`config.mk`:
```
export PLATFORM = sky130hd
export DESIGN_NAME = rect_calc_hs
export DESIGN_NICKNAME = d
export VERILOG_FILES = /design/src/rtl/rect_calc_hs.sv
export SDC_FILE = /design/constraint.sdc
export NUM_CORES = 1
export LEC_CHECK = 0
export ABC_AREA = 1
export CORE_ASPECT_RATIO = 0.9
export CORE_MARGIN = 5
export CORE_UTILIZATION = 35
export CTS_BUF_LIST = sky130_fd_sc_hd__clkbuf_2 sky130_fd_sc_hd__clkbuf_4 sky130_fd_sc_hd__clkbuf_8
export DETAILED_ROUTE_END_ITERATION = 10
export PLACE_DENSITY = 0.53
export SKIP_LAST_GASP = 1
export SLEW_MARGIN = 20
export SYNTH_ARGS = -nofsm -noshare
export SYNTH_HDL_FRONTEND = slang
export SYNTH_SLANG_ARGS = --single-unit
```
`constraint.sdc`:
```
create_clock -name clock -period 5.16 [get_ports clock]
set_input_delay 0.774 -clock clock [delete_from_list [all_inputs] [get_ports clock]]
set_output_delay 0.774 -clock clock [all_outputs]
set_load 0.05 [all_outputs]
```
`src/rtl/rect_calc_hs.sv`:
```
// rect_calc_hs: rectangle area/perimeter unit.
// Two independent dav_/rfd producers supply sides A and B. One consumer takes the 2W-bit result
// over the same handshake. Area uses a W-step LSB-first shift-add multiply.
// Optional macro RECT_CALC_ZERO_SHORT_EN: an area with a zero operand finishes after one CALC
// cycle instead of W.
module rect_calc_hs #(
  parameter int unsigned W = 8
) (
  input  logic           clock,
  input  logic           reset,
  input  logic           mode,
  input  logic [W-1:0]   data_in_1,
  input  logic           dav_in_1_,
  output logic           rfd_in_1,
  input  logic [W-1:0]   data_in_2,
  input  logic           dav_in_2_,
  output logic           rfd_in_2,
  output logic [2*W-1:0] data_out,
  output logic           dav_out_,
  input  logic           rfd_out
);

  localparam int unsigned CW = (W > 2) ? $clog2(W) : 1;
  localparam logic [CW-1:0] LastStep = CW'(W - 1);

  typedef enum logic [1:0] {StCollect, StCalc, StWaitRfd, StHold} state_e;

  state_e         state_q, state_d;
  logic [W-1:0]   a_q, a_d, b_q, b_d;
  logic           got1_q, got1_d, got2_q, got2_d;
  logic           done1_q, done1_d, done2_q, done2_d;
  logic           rfd1_q, rfd1_d, rfd2_q, rfd2_d;
  logic           mode_q, mode_d;
  logic [2*W-1:0] acc_q, acc_d, mcand_q, mcand_d;
  logic [W-1:0]   mplier_q, mplier_d;
  logic [CW-1:0]  cnt_q, cnt_d;
  logic [2*W-1:0] data_q, data_d;
  logic           dav_out_q, dav_out_d;

  logic [2*W-1:0] acc_sum;
  logic [W+1:0]   per_sum;
  logic [2*W-1:0] per_ext;
  logic           zero_short;

  assign rfd_in_1 = rfd1_q;
  assign rfd_in_2 = rfd2_q;
  assign data_out = data_q;
  assign dav_out_ = dav_out_q;

  // Datapath helpers: shift-add partial sum, perimeter in W+2 bits, zero-operand shortcut.
  always_comb begin
    acc_sum = acc_q + (mplier_q[0] ? mcand_q : '0);
    per_sum = ({2'b00, a_q} + {2'b00, b_q}) << 1;
    per_ext = '0;
    per_ext[W+1:0] = per_sum;
`ifdef RECT_CALC_ZERO_SHORT_EN
    zero_short = (a_q == '0) || (b_q == '0);
`else
    zero_short = 1'b0;
`endif
  end

  // Next-state logic for the FSM, the channel flags and the arithmetic registers.
  always_comb begin
    state_d   = state_q;
    a_d       = a_q;
    b_d       = b_q;
    got1_d    = got1_q;
    got2_d    = got2_q;
    done1_d   = done1_q;
    done2_d   = done2_q;
    rfd1_d    = rfd1_q;
    rfd2_d    = rfd2_q;
    mode_d    = mode_q;
    acc_d     = acc_q;
    mcand_d   = mcand_q;
    mplier_d  = mplier_q;
    cnt_d     = cnt_q;
    data_d    = data_q;
    dav_out_d = dav_out_q;

    unique case (state_q)
      StCollect: begin
        // Each channel captures once, then waits for its producer to drop dav_.
        if (!got1_q && !dav_in_1_) begin
          a_d    = data_in_1;
          got1_d = 1'b1;
          rfd1_d = 1'b0;
        end else if (got1_q && dav_in_1_) begin
          done1_d = 1'b1;
        end
        if (!got2_q && !dav_in_2_) begin
          b_d    = data_in_2;
          got2_d = 1'b1;
          rfd2_d = 1'b0;
        end else if (got2_q && dav_in_2_) begin
          done2_d = 1'b1;
        end
        if (done1_q && done2_q) begin
          state_d  = StCalc;
          mode_d   = mode;
          acc_d    = '0;
          cnt_d    = '0;
          mcand_d  = {{W{1'b0}}, a_q};
          mplier_d = b_q;
        end
      end
      StCalc: begin
        if (mode_q) begin
          data_d  = per_ext;
          state_d = StWaitRfd;
        end else if (zero_short) begin
          data_d  = '0;
          state_d = StWaitRfd;
        end else begin
          acc_d    = acc_sum;
          mcand_d  = mcand_q << 1;
          mplier_d = mplier_q >> 1;
          cnt_d    = cnt_q + 1'b1;
          if (cnt_q == LastStep) begin
            data_d  = acc_sum;
            state_d = StWaitRfd;
          end
        end
      end
      StWaitRfd: begin
        if (rfd_out) begin
          dav_out_d = 1'b0;
          state_d   = StHold;
        end
      end
      StHold: begin
        if (!rfd_out) begin
          dav_out_d = 1'b1;
          rfd1_d    = 1'b1;
          rfd2_d    = 1'b1;
          got1_d    = 1'b0;
          got2_d    = 1'b0;
          done1_d   = 1'b0;
          done2_d   = 1'b0;
          state_d   = StCollect;
        end
      end
      default: state_d = StCollect;
    endcase
  end

  // State register with synchronous active-high reset.
  always_ff @(posedge clock) begin
    if (reset) begin
      state_q   <= StCollect;
      a_q       <= '0;
      b_q       <= '0;
      got1_q    <= 1'b0;
      got2_q    <= 1'b0;
      done1_q   <= 1'b0;
      done2_q   <= 1'b0;
      rfd1_q    <= 1'b1;
      rfd2_q    <= 1'b1;
      mode_q    <= 1'b0;
      acc_q     <= '0;
      mcand_q   <= '0;
      mplier_q  <= '0;
      cnt_q     <= '0;
      data_q    <= '0;
      dav_out_q <= 1'b1;
    end else begin
      state_q   <= state_d;
      a_q       <= a_d;
      b_q       <= b_d;
      got1_q    <= got1_d;
      got2_q    <= got2_d;
      done1_q   <= done1_d;
      done2_q   <= done2_d;
      rfd1_q    <= rfd1_d;
      rfd2_q    <= rfd2_d;
      mode_q    <= mode_d;
      acc_q     <= acc_d;
      mcand_q   <= mcand_d;
      mplier_q  <= mplier_d;
      cnt_q     <= cnt_d;
      data_q    <= data_d;
      dav_out_q <= dav_out_d;
    end
  end

endmodule

```
Word-level counts from Yosys, hierarchy flattened:

Cells that the tools add are included.
Widths: inputs -> output; s select.

* div/mod/pow operators: 0
* reduce and logical (&&, ||, !) cells: 25
* eq/ne operators: 15
* bitwise operators: 0
* muxes and demuxes: 39
* shift-type cells: 0
* multipliers: 0
* add/subtract/negate cells: 3
* $lt $le $gt $ge: 0

Operators with widths (count)
* $mux 16: 7
* $pmux 16 s2: 2
* $ne 2x2->1 const B: 10
* $add 16x16->16: 1
* $mux 8: 2
* $pmux 8 s2: 1
* $pmux 1 s2: 7
* $reduce_and 3->1: 4
* $reduce_and 4->1: 3
* $mux 1: 11
* $mux 2: 5
* $add 8x8->9: 1
* $pmux 2 s4: 1
* $reduce_and 2->1: 4
* $reduce_bool 2->1: 4
* $mux 3: 2
* $pmux 3 s2: 1
* $logic_and 1x1->1: 5
* $eq 2x2->1 const B: 2
* $logic_not 1->1: 4
* $add 3x1->3 const B: 1
* $eq 3x3->1 const B: 1
* $ne 3x3->1 const B: 1
* $eq 2x1->1 const B: 1
* $logic_not 2->1: 1

* memories kept: 0
* output and inout port bits: 19
* ROM bits: 0
* RAM bits: 0
* latch bits: 0
* input port bits: 22
* register bits after elaboration: 85
* word-level logic and storage cells: 98

Longest topological paths before layout:

Gate-level depths: netlist (run 1).

* depth in word-level cells: 4
* gate-level depth with buffers: 15
* depth with buffers taken out: 13

Least setup slack after synthesis (run 1):

Ideal clock, no wire load.

* path kind: flip-flop to flip-flop
* start: reg mplier_q[0]
* end: reg data_q[15], in the netlist data_out[15]
* period minus slack after synthesis: 1.990 ns
* buffers on the path: 2
* library setup time: 0.070 ns
* setup slack: 3.170 ns
* cell stages (with the launch flop): 15
* data required time: 5.090 ns
* arrival: 1.920 ns
* path through: dfxtp_1 clkbuf_1 clkbuf_1 nand2_1 inv_1 ha_1 nand2_1 inv_1 a21oi_1 nand2_1 nand2_1 nand2_1 nand2_1 nand3_1 a21oi_1

* longest elaborated chain between the ends: 4

RTL lines
* start, declared: line 35 `logic [W-1:0] mplier_q, mplier_d;`
* start signal, assigned: line 180 `mplier_q <= mplier_d;`
* $mux 16: line 52 `acc_sum = acc_q + (mplier_q[0] ? mcand_q : '0);`
* $add 16x16->16: line 52
* $mux 16: line 120 `if (cnt_q == LastStep) begin`
* $mux 16: line 109 `if (mode_q) begin`
* end signal, assigned: line 182 `data_q <= data_d;`
* end, declared: line 37 `logic [2*W-1:0] data_q, data_d;`

No other way between the ends. The select of a mux whose other input is x is not followed.
A chain may end at the register's enable or synchronous reset.

Worst setup path in the final report (run 1):

* start: reg state_q[1]
* end: reg mcand_q[3]

* longest elaborated chain between the ends: 3
* elaborated cells on any way between the ends: 7
* classes of those cells: eq/ne: 3; mux: 1; reduce/logical: 3

RTL lines
* start, declared: line 28 `state_e state_q, state_d;`
* start signal, assigned: line 151 `state_q <= StCollect;`
* start signal, assigned: line 168 `state_q <= state_d;`
* $eq 2x1->1 or $logic_not 2->1 (tied branches): line 82 `unique case (state_q)`
* $ne 2x2->1 (no line) or $reduce_bool 2->1 (tied branches)
* $reduce_and 3->1 (no line)
* end signal, assigned: line 179 `mcand_q <= mcand_d;`
* end, declared: line 34 `logic [2*W-1:0] acc_q, acc_d, mcand_q, mcand_d;`

Several ways; a longest one is shown, not always the timed one.

==> impl_metrics.csv, run 1 <==
group,metric,value,unit
synthesis,synth_edf_count,0,
floorplanning,fp.dieH,120,µm
sta,final_hold_viol_count,0,
worst_setup_path,start_kind,"register",
synthesis,synthMostInstantiatedCell,"nand2_1",
worst_setup_path,crit_family,"buffers and inverters",
sta,tightest_slew,758,ps
final_layout,ff_latch_area,0.00170,mm²
detailed_routing,wirelength,12.1,mm
synthesis,yosysSeqAreaShare,0.359,
clock_tree,cts.clk_slew.worst_paths,90,ps
sta,fin_setup_tns,0,ps
grt,overflow,0,
worst_setup_path,worst-r2r-cell-count,10,
worst_setup_path,endpoint,"mcand_q[3]",
floorplanning,coreArea,0.0133,mm²
power_and_ir_drop,p_leak,2.54,nW
synthesis,yosysWarnings,0,
placement,dpl_cell_area,0.00521,mm²
clock_tree,cts_root_buffer,"clkbuf_8",
sta,max_clock_freq,346,MHz
final_layout,multiInputGateArea,0.00258,mm²
synthesis,avgSynthCellArea,6.81,µm²
grt,grt_usage,0.154,
floorplanning,start_util,0.356,
clock_tree,htreeDepth,3,
worst_setup_path,r2r-end,"mcand_q[3]",
sta,skew,12.6,ps
detailed_routing,firstDrtPassIters,6,
clock_tree,cts_setup_buffers,0,
synthesis,ys_ff_latch,85,
clock_tree,cts_sinks,85,
grt,antenna_found_initial,0,
final_layout,drive_gt1_frac,0.0441,
synthesis,synth_commonest_cells,"nand2_1 (194), dfxtp_1 (85), inv_1 (78)",
clock_tree,cts-hold-fix-buffers,0,
sta,min_period,2890,ps
job,drv_cap,0,
synthesis,yosysTopAreaCell,"dfxtp_1",
worst_setup_path,crit_start,"state_q[1]",
final_layout,fill_cells,1400,
final_layout,diodes,0,
clock_tree,cts_tree,"built",
final_layout,area_growth,15.4,%
clock_tree,clockBufferDepth,2,
floorplanning,die_area,0.0160,mm²
worst_setup_path,cpPeakStageDelay,610,ps
clock_tree,ctsResizeCount,0,
final_layout,fin_area,0.00547,mm²
power_and_ir_drop,power_per_cell_area,391,mW/mm²
final_layout,layoutNonFillerInstCount,894,
floorplanning,num_rows,40,
grt,grt_pass1_vias,4059,
synthesis,synth_area_leaders,"dfxtp_1 (36%), nand2_1 (15%), ha_1 (7.7%)",
detailed_routing,vias,4433,
power_and_ir_drop,internal_power,1.33,mW
sta,slew_headroom,0.493,
worst_setup_path,cp-end-kind,"register",
synthesis,netlist_area,0.00474,mm²
power_and_ir_drop,power_switching,801,µW
sta,rsz0062_at_grt,"no",
synthesis,yosysTopAreaCellShare,0.359,
worst_setup_path,critical_path_class,"reg2reg",
placement,hpwl,9.04,mm
detailed_routing,wl_per_cell,13.6,µm
detailed_routing,drt_iter0_drc,261,
grt,grtUsageMet3,0.0379,
floorplanning,pin_count,41,
synthesis,async_flop_share,0,
power_and_ir_drop,clkPwrFrac,0.283,
worst_setup_path,critPathArrivalTime,3200,ps
sta,setup-violations-final,0,
worst_setup_path,r2r_start,"state_q[1]",
synthesis,syn-num-nets,749,
worst_setup_path,critPathMaxFanout,31,
synthesis,yosys_most_used_dff,"dfxtp_1",
status,outcome,"completed",
power_and_ir_drop,p_seq_frac,0.421,
sta,min_period_over_period,0.561,
hold_path,hp-class,"reg2reg",
placement,io_buffers,40,
worst_setup_path,worstPathCellList,"inv_1 -> ha_1 -> inv_4 -> nor2_4 -> inv_2 -> nor2_8 -> nor2_4 -> inv_2 -> o21ai_0 -> a31oi_1",
floorplanning,die_w,133,µm
worst_setup_path,required,5470,ps
grt,use_met1,0.225,
grt,grt_pass1_wl,20.0,mm
synthesis,synth_cell_type_count,32,
detailed_routing,final_antenna_net_count,0,
placement,routabilityCongestion,0.915,
detailed_routing,vias_per_cell,4.96,
detailed_routing,drc,0,
power_and_ir_drop,p_sw_frac,0.375,
worst_setup_path,worst-path-buf-inv,4,
clock_tree,tritoncts.num_buffers,9,
placement,placedCellCount,878,
worst_setup_path,ff2ff_setup_slack,2270,ps
grt,top_usage_layer,"met1",
sta,maxSlewViolCount,0,
worst_setup_path,cp.depth,10,
grt,grt_use_met2,0.225,
grt,grt_max_degree,48,
power_and_ir_drop,combPwrFrac,0.295,
synthesis,synth_cells,696,
clock_tree,worstSkewPairLatency,380,ps
worst_setup_path,slowest_stage,"ha_1",
power_and_ir_drop,vdd.ir_drop.worst,0.276,mV
final_layout,layout.nets,774,
[power groups by stage]
stage                     clock, mW  combinational, mW  sequential, mW
final                         0.605              0.631           0.899
after global routing          0.644              0.719           0.917
after global placement            0              0.619           0.913
after detailed placement          0              0.629           0.915
after CTS                     0.621              0.633           0.900
after floorplan                   0              0.480           0.901
[per-layer routing]
metal  wire [µm]  vias up
met5           0        -
met4         132        0
met3         531       11
met2        5010       77
met1        6470     2029
li1            -     2316
[worst min-delay path by stage]
stage            startpoint            to  slack, ps  cells after the start
6_report             got1_q        got1_q        460                      2
5_1_grt        data_out[14]  data_out[14]        490                      2
4_1_cts              got1_q        got1_q        470                      2
3_5_place_dp         got1_q        got1_q        450                      2
3_3_place_gp         got1_q        got1_q        450                      2
2_1_floorplan      cnt_q[0]      cnt_q[0]        430                      1
[layout by cell type (no fill, tap or decap), types with 2 or more instances in the layout]
master           instances
a22oi_2                  2
clkbuf_8                11
nand4_1                  6
inv_1                   77
o211ai_1                 2
xor2_1                   3
nand3_1                 54
o21ai_1                  5
dfxtp_1                 85
nor2_4                   2
nand3b_1                 2
or2_2                    4
o21ai_0                 44
inv_2                    4
fa_1                     2
nor2_1                  66
a21oi_1                 53
a22oi_1                 10
bufinv_16                3
clkdlybuf4s50_1         40
a211oi_1                 2
ha_1                    29
a31oi_1                 17
nand2_1                194
[state kept, by name, indices dropped and copies added, names as in the netlist, 2 cells and up]
name / flops
a_q: 8
data_out: 16
cnt_q: 3
b_q: 8
mcand_q: 16
acc_q: 16
state_q: 2
mplier_q: 8
[stage by stage]
step	hold WS, ps	power [mW]	worst slack (ps)	utilization
after floorplan	433	1.38	3170	-
after global placement	448	1.53	2340	0.391
after detailed placement	453	1.54	2240	0.391
after CTS	467	2.15	2200	0.411
after global routing	493	2.28	1950	0.411
final	463	2.14	2270	0.411
[worst reg2reg max path: cells and delay by family, from the launching register on]
family                   cells  cell delay, ps
flip-flops                   1             340
AND/OR/NAND/NOR              3             770
adder cells (fa/ha/maj)      1             610
AO/OA/AOI/OAI                2             330
buffers and inverters        4             790
[area by class of cell]
class                   instances  share of cell area
multi-input cells             502               0.472
flip-flops and latches         85               0.311
repair buffers                 41              0.0746
inverters                      82              0.0568
well taps                     168              0.0385
clock buffers                  11              0.0277
clock inverters                 5              0.0195
[cell families after synthesis]
kind of cell,count (synthesis),share of synthesized area
DFF,85,0.359
and+or+nand+nor,331,0.291
adders and majority gates,31,0.0851
xor gates and xnor gates,4,0.00740
AOI/OAI and AO/OA,136,0.161
buffers and inverters,109,0.0964
No activity file was read; power rests on OpenSTA's default activity.
==> run 2, diff against run 1 <==
- clock period: 5.16 -> 2.8 ns (I/O delays scaled with it)
==> run 2 against run 1 <==
Effect of this change:
- clock skew shrank 2.4 ps
- core utilization is 0.12 points lower
- hold slack better by 0.56 ps
- die area unchanged
- clock power is 47% higher
- sequential power is 85% higher
- via count shrank 0.72%
==> impl_metrics.csv, run 2 (same netlist as run 1, synthesis figures left out) <==
group,metric,value,unit
detailed_routing,vias_per_cell,4.90,
power_and_ir_drop,power_switching,1.48,mW
clock_tree,tritoncts.num_buffers,9,
sta,maxSlewViolCount,0,
floorplanning,fp.dieH,120,µm
worst_setup_path,slowest_stage,"dfxtp_1",
grt,top_usage_layer,"met1",
worst_setup_path,cp-end-kind,"register",
final_layout,layout_common_cells,"nand2_1 (194), dfxtp_1 (85), inv_1 (78)",
grt,grtUsageMet3,0.0320,
detailed_routing,firstDrtPassIters,4,
worst_setup_path,ff2ff_setup_slack,570,ps
clock_tree,cts.clk_slew.worst_paths,90,ps
detailed_routing,final_antenna_net_count,0,
power_and_ir_drop,p_leak,2.54,nW
clock_tree,clockBufferDepth,2,
detailed_routing,drc,0,
grt,use_met1,0.242,
worst_setup_path,cpPeakStageDelay,670,ps
final_layout,drive_gt1_frac,0.0492,
sta,min_period,2230,ps
worst_setup_path,worst-r2r-cell-count,11,
worst_setup_path,worst-path-buf-inv,1,
hold_path,hp-class,"reg2reg",
worst_setup_path,critPathMaxFanout,17,
power_and_ir_drop,combPwrFrac,0.316,
final_layout,final_common_cell,"nand2_1",
sta,fin_ws,573,ps
job,drv_cap,0,
grt,grt_pass1_vias,4182,
placement,hpwl,9.23,mm
floorplanning,num_rows,40,
sta,whs,464,ps
grt,grt_usage,0.162,
worst_setup_path,cp.depth,11,
clock_tree,worstSkewPairLatency,370,ps
grt,grt_max_degree,48,
sta,fin_setup_tns,0,ps
detailed_routing,wl_per_cell,13.9,µm
power_and_ir_drop,vdd.ir_drop.worst,0.432,mV
placement,routabilityCongestion,0.895,
worst_setup_path,start_kind,"register",
clock_tree,ctsResizeCount,0,
detailed_routing,vias,4401,
sta,rsz0062_at_grt,"no",
placement,pre_cts_ws,591,ps
clock_tree,cts_sinks,85,
floorplanning,die_area,0.0160,mm²
clock_tree,htreeDepth,3,
worst_setup_path,critical_path.most_common_cell,"nand2_1",
hold_path,hold_path_depth,2,
grt,grt_use_met2,0.240,
detailed_routing,wirelength,12.5,mm
final_layout,diodes,0,
status,outcome,"completed",
sta,tightest_slew,570,ps
grt,antenna_found_initial,0,
sta,max_clock_freq,449,MHz
detailed_routing,drt_iter0_drc,340,
worst_setup_path,worstPathCellList,"nand2_1 -> inv_1 -> ha_1 -> or2_2 -> nand3_1 -> nand2_1 -> nand2_1 -> nand2_1 -> nand2_1 -> nand3_1 -> a21oi_1",
grt,overflow,0,
sta,min_period_over_period,0.795,
power_and_ir_drop,power_per_cell_area,684,mW/mm²
power_and_ir_drop,p_sw_frac,0.398,
sta,skew,10.2,ps
placement,io_buffers,40,
clock_tree,cts_root_buffer,"clkbuf_8",
sta,final_hold_viol_count,0,
sta,setup-violations-final,0,
clock_tree,cts_setup_buffers,0,
grt,grt_pass1_wl,21.0,mm
floorplanning,coreArea,0.0133,mm²
clock_tree,cts-hold-fix-buffers,0,
power_and_ir_drop,internal_power,2.24,mW
clock_tree,cts_tree,"built",
floorplanning,die_w,133,µm
worst_setup_path,crit_family,"simple AND/OR/NAND/NOR gates",
sta,slew_headroom,0.620,
final_layout,area_growth,15.1,%
floorplanning,pin_count,41,
worst_setup_path,required,3100,ps
worst_setup_path,critical_path_class,"reg2reg",
worst_setup_path,critPathArrivalTime,2530,ps
power_and_ir_drop,p_seq_frac,0.445,
floorplanning,start_util,0.356,
power_and_ir_drop,clkPwrFrac,0.239,
final_layout,layout.nets,780,
[run 2: area by class of cell]
class | count | area, µm²
Tap cell | 168 | 210
Timing Repair Buffer | 47 | 453
Clock inverter | 6 | 72.6
Multi-Input combinational cell | 502 | 2580
Clock buffer | 9 | 124
Inverter | 82 | 310
Fill cell | 1412 | 7860
Sequential cell | 85 | 1700
[run 2: worst paths after layout]
| kind | from | endpoint |
|---|---|---|
| setup / recovery | mplier_q[0] | acc_q[15] |
| hold / removal | got1_q | got1_q |
| setup reg to reg | mplier_q[0] | acc_q[15] |
| hold reg to reg | got1_q | got1_q |
[run 2: worst min-delay path, stage by stage (launching register included)]
cell	delay, ps
dfxtp_1	330
inv_1	50
a21oi_1	50
[run 2: power groups by stage]
stage	clock network, mW	logic (mW)	registers (mW)
6_report	0.889	1.18	1.66
5_1_grt	0.976	1.34	1.70
4_1_cts	0.929	1.18	1.66
3_5_place_dp	0	1.18	1.69
3_3_place_gp	0	1.16	1.69
2_1_floorplan	0	0.885	1.66
[run 2: metrics by stage]
step	util	power, mW	instances	instance area (µm²)
after CTS	0.409	3.77	899	5450
after global placement	0.395	2.84	884	5250
after floorplan	-	2.54	696	4740
after global routing	0.409	4.01	899	5450
after detailed placement	0.395	2.87	884	5250
final	0.409	3.73	899	5450
[run 2: layer usage]
| layer | vias up | part of all wire |
|---|---|---|
| li1 | 2323 | - |
| met1 | 1975 | 0.53 |
| met2 | 91 | 0.42 |
| met3 | 12 | 0.041 |
| met4 | 0 | 0.0097 |
| met5 | - | 0 |
==> run 3, diff against run 2 <==
- PLACE_DENSITY: 0.53 -> 0.55
- clock period: 2.8 -> 1.8 ns (I/O delays scaled with it)
==> run 3 against run 2 <==
Effect of this change:
- the run now ends with setup timing left
- total power up 62%
- highest routed layer unchanged
- largest power group unchanged
- maximum frequency up 19%
- combinational power up 84%
- clock power up 48%
- largest cell class unchanged
- cell count up 5.7%
==> impl_metrics.csv, run 3 (same netlist as run 1, synthesis figures left out) <==
group,metric,value,unit
worst_setup_path,cp-end-kind,"register",
clock_tree,clockBufferDepth,2,
floorplanning,fp.dieH,120,µm
detailed_routing,firstDrtPassIters,4,
power_and_ir_drop,power_switching,2.41,mW
sta,whs,461,ps
sta,fin_ws,-75.2,ps
detailed_routing,final_antenna_net_count,0,
worst_setup_path,worstPathCellList,"buf_6 -> buf_8 -> nand2_2 -> inv_2 -> ha_4 -> nand2_4 -> inv_4 -> buf_6 -> nand2_4 -> nor2_2 -> nand2_1 -> nand2_1 -> nand2_2 -> nand3_2 -> a21oi_2",
sta,min_period,1880,ps
floorplanning,num_rows,40,
status,outcome,"finished, violations left",
placement,io_buffers,40,
final_layout,final_common_cell,"nand2_1",
final_layout,layout_common_cells,"nand2_1 (142), dfxtp_1 (84), inv_1 (60)",
power_and_ir_drop,p_seq_frac,0.423,
grt,antenna_found_initial,0,
worst_setup_path,critPathArrivalTime,2130,ps
sta,slew_headroom,0.663,
power_and_ir_drop,internal_power,3.65,mW
worst_setup_path,start_kind,"register",
sta,maxSlewViolCount,0,
hold_path,hp-class,"reg2reg",
grt,grt_pass1_vias,4487,
power_and_ir_drop,power_per_cell_area,915,mW/mm²
detailed_routing,drt_iter0_drc,364,
sta,fin_setup_tns,-500,ps
sta,max_clock_freq,533,MHz
clock_tree,cts_tree,"built",
detailed_routing,vias,4726,
power_and_ir_drop,combPwrFrac,0.359,
worst_setup_path,slowest_stage,"dfxtp_4",
sta,rsz0062_at_grt,"yes",
final_layout,layout.nets,830,
final_layout,fin_area,0.00662,mm²
sta,setup-violations-final,17,
grt,grt_usage,0.166,
clock_tree,cts.clk_slew.worst_paths,90,ps
worst_setup_path,critPathMaxFanout,8,
clock_tree,tritoncts.num_buffers,9,
sta,skew,9.41,ps
final_layout,drive_gt1_frac,0.308,
final_layout,diodes,0,
power_and_ir_drop,p_leak,3.06,nW
clock_tree,htreeDepth,3,
floorplanning,pin_count,41,
detailed_routing,vias_per_cell,4.97,
clock_tree,cts_sinks,85,
grt,grt_max_degree,48,
status,violations,"setup timing",
sta,tightest_slew,505,ps
floorplanning,die_w,133,µm
worst_setup_path,critical_path_class,"reg2reg",
sta,min_period_over_period,1.04,
sta,final_hold_viol_count,0,
power_and_ir_drop,vdd.ir_drop.worst,0.681,mV
worst_setup_path,worst-path-buf-inv,5,
floorplanning,start_util,0.356,
floorplanning,coreArea,0.0133,mm²
placement,routabilityCongestion,0.867,
clock_tree,cts-hold-fix-buffers,0,
clock_tree,worstSkewPairLatency,370,ps
placement,hpwl,9.37,mm
detailed_routing,drc,0,
detailed_routing,wirelength,13.5,mm
worst_setup_path,required,2050,ps
grt,overflow,0,
clock_tree,cts_root_buffer,"clkbuf_8",
final_layout,area_growth,39.7,%
worst_setup_path,crit_family,"simple AND/OR/NAND/NOR gates",
worst_setup_path,cpPeakStageDelay,380,ps
power_and_ir_drop,p_sw_frac,0.397,
detailed_routing,wl_per_cell,14.2,µm
floorplanning,die_area,0.0160,mm²
job,drv_cap,0,
power_and_ir_drop,clkPwrFrac,0.218,
grt,grt_pass1_wl,21.5,mm
placement,dpl_cell_area,0.00557,mm²
## run 3: layout make-up
class                           instances  area [µm²]
Fill cell                            1275        6700
Multi-Input combinational cell        502        3310
Sequential cell                        85        1710
Timing Repair Buffer                   97         891
Inverter                               82         318
Tap cell                              168         210
Clock buffer                           11         145
Clock inverter                          5        41.3
## run 3: worst paths after layout
path / cells after the start / slack [ps] / startpoint / end
worst max-delay path: 15 / -80 / mplier_q[0] / acc_q[15]
worst min-delay path: 2 / 460 / got2_q / got2_q
worst max register to register: 15 / -80 / mplier_q[0] / acc_q[15]
worst min register to register: 2 / 460 / got2_q / got2_q
## run 3: power by group through the flow
stage          clock network, mW  registers [mW]  logic, mW
3_5_place_dp                   0            2.60       2.03
2_1_floorplan                  0            2.58       1.39
5_1_grt                     1.45            2.61       2.45
4_1_cts                     1.38            2.55       2.10
3_3_place_gp                   0            2.58       2.02
6_report                    1.32            2.56       2.17
## run 3: metrics by stage
stage	worst slack [ps]	total power, mW	utilization	instances
after floorplan	-1.47	3.98	-	696
after global placement	-181	4.60	0.419	923
after detailed placement	-227	4.63	0.419	923
after CTS	-134	6.03	0.457	943
after global routing	-189	6.51	0.497	950
final	-75.2	6.05	0.497	950
## run 3: metal layers
metal | global-route usage | vias up | part of all wire
met5 | 0 | - | 0
met4 | 0.0331 | 0 | 0.0076
met3 | 0.0478 | 7 | 0.039
met2 | 0.260 | 79 | 0.46
met1 | 0.229 | 2216 | 0.49
li1 | - | 2424 | -
## run 3: repair_timing
action,4_1_cts,5_1_grt
gates resized for setup,73,127
setup buffers,4,7
endpoints found under the setup margin,34,50
pin swaps,29,50
## run 3: worst min-delay path: stages, from the launching register on
cell     delay [ps]
dfxtp_1         330
inv_1            50
a21oi_1          50
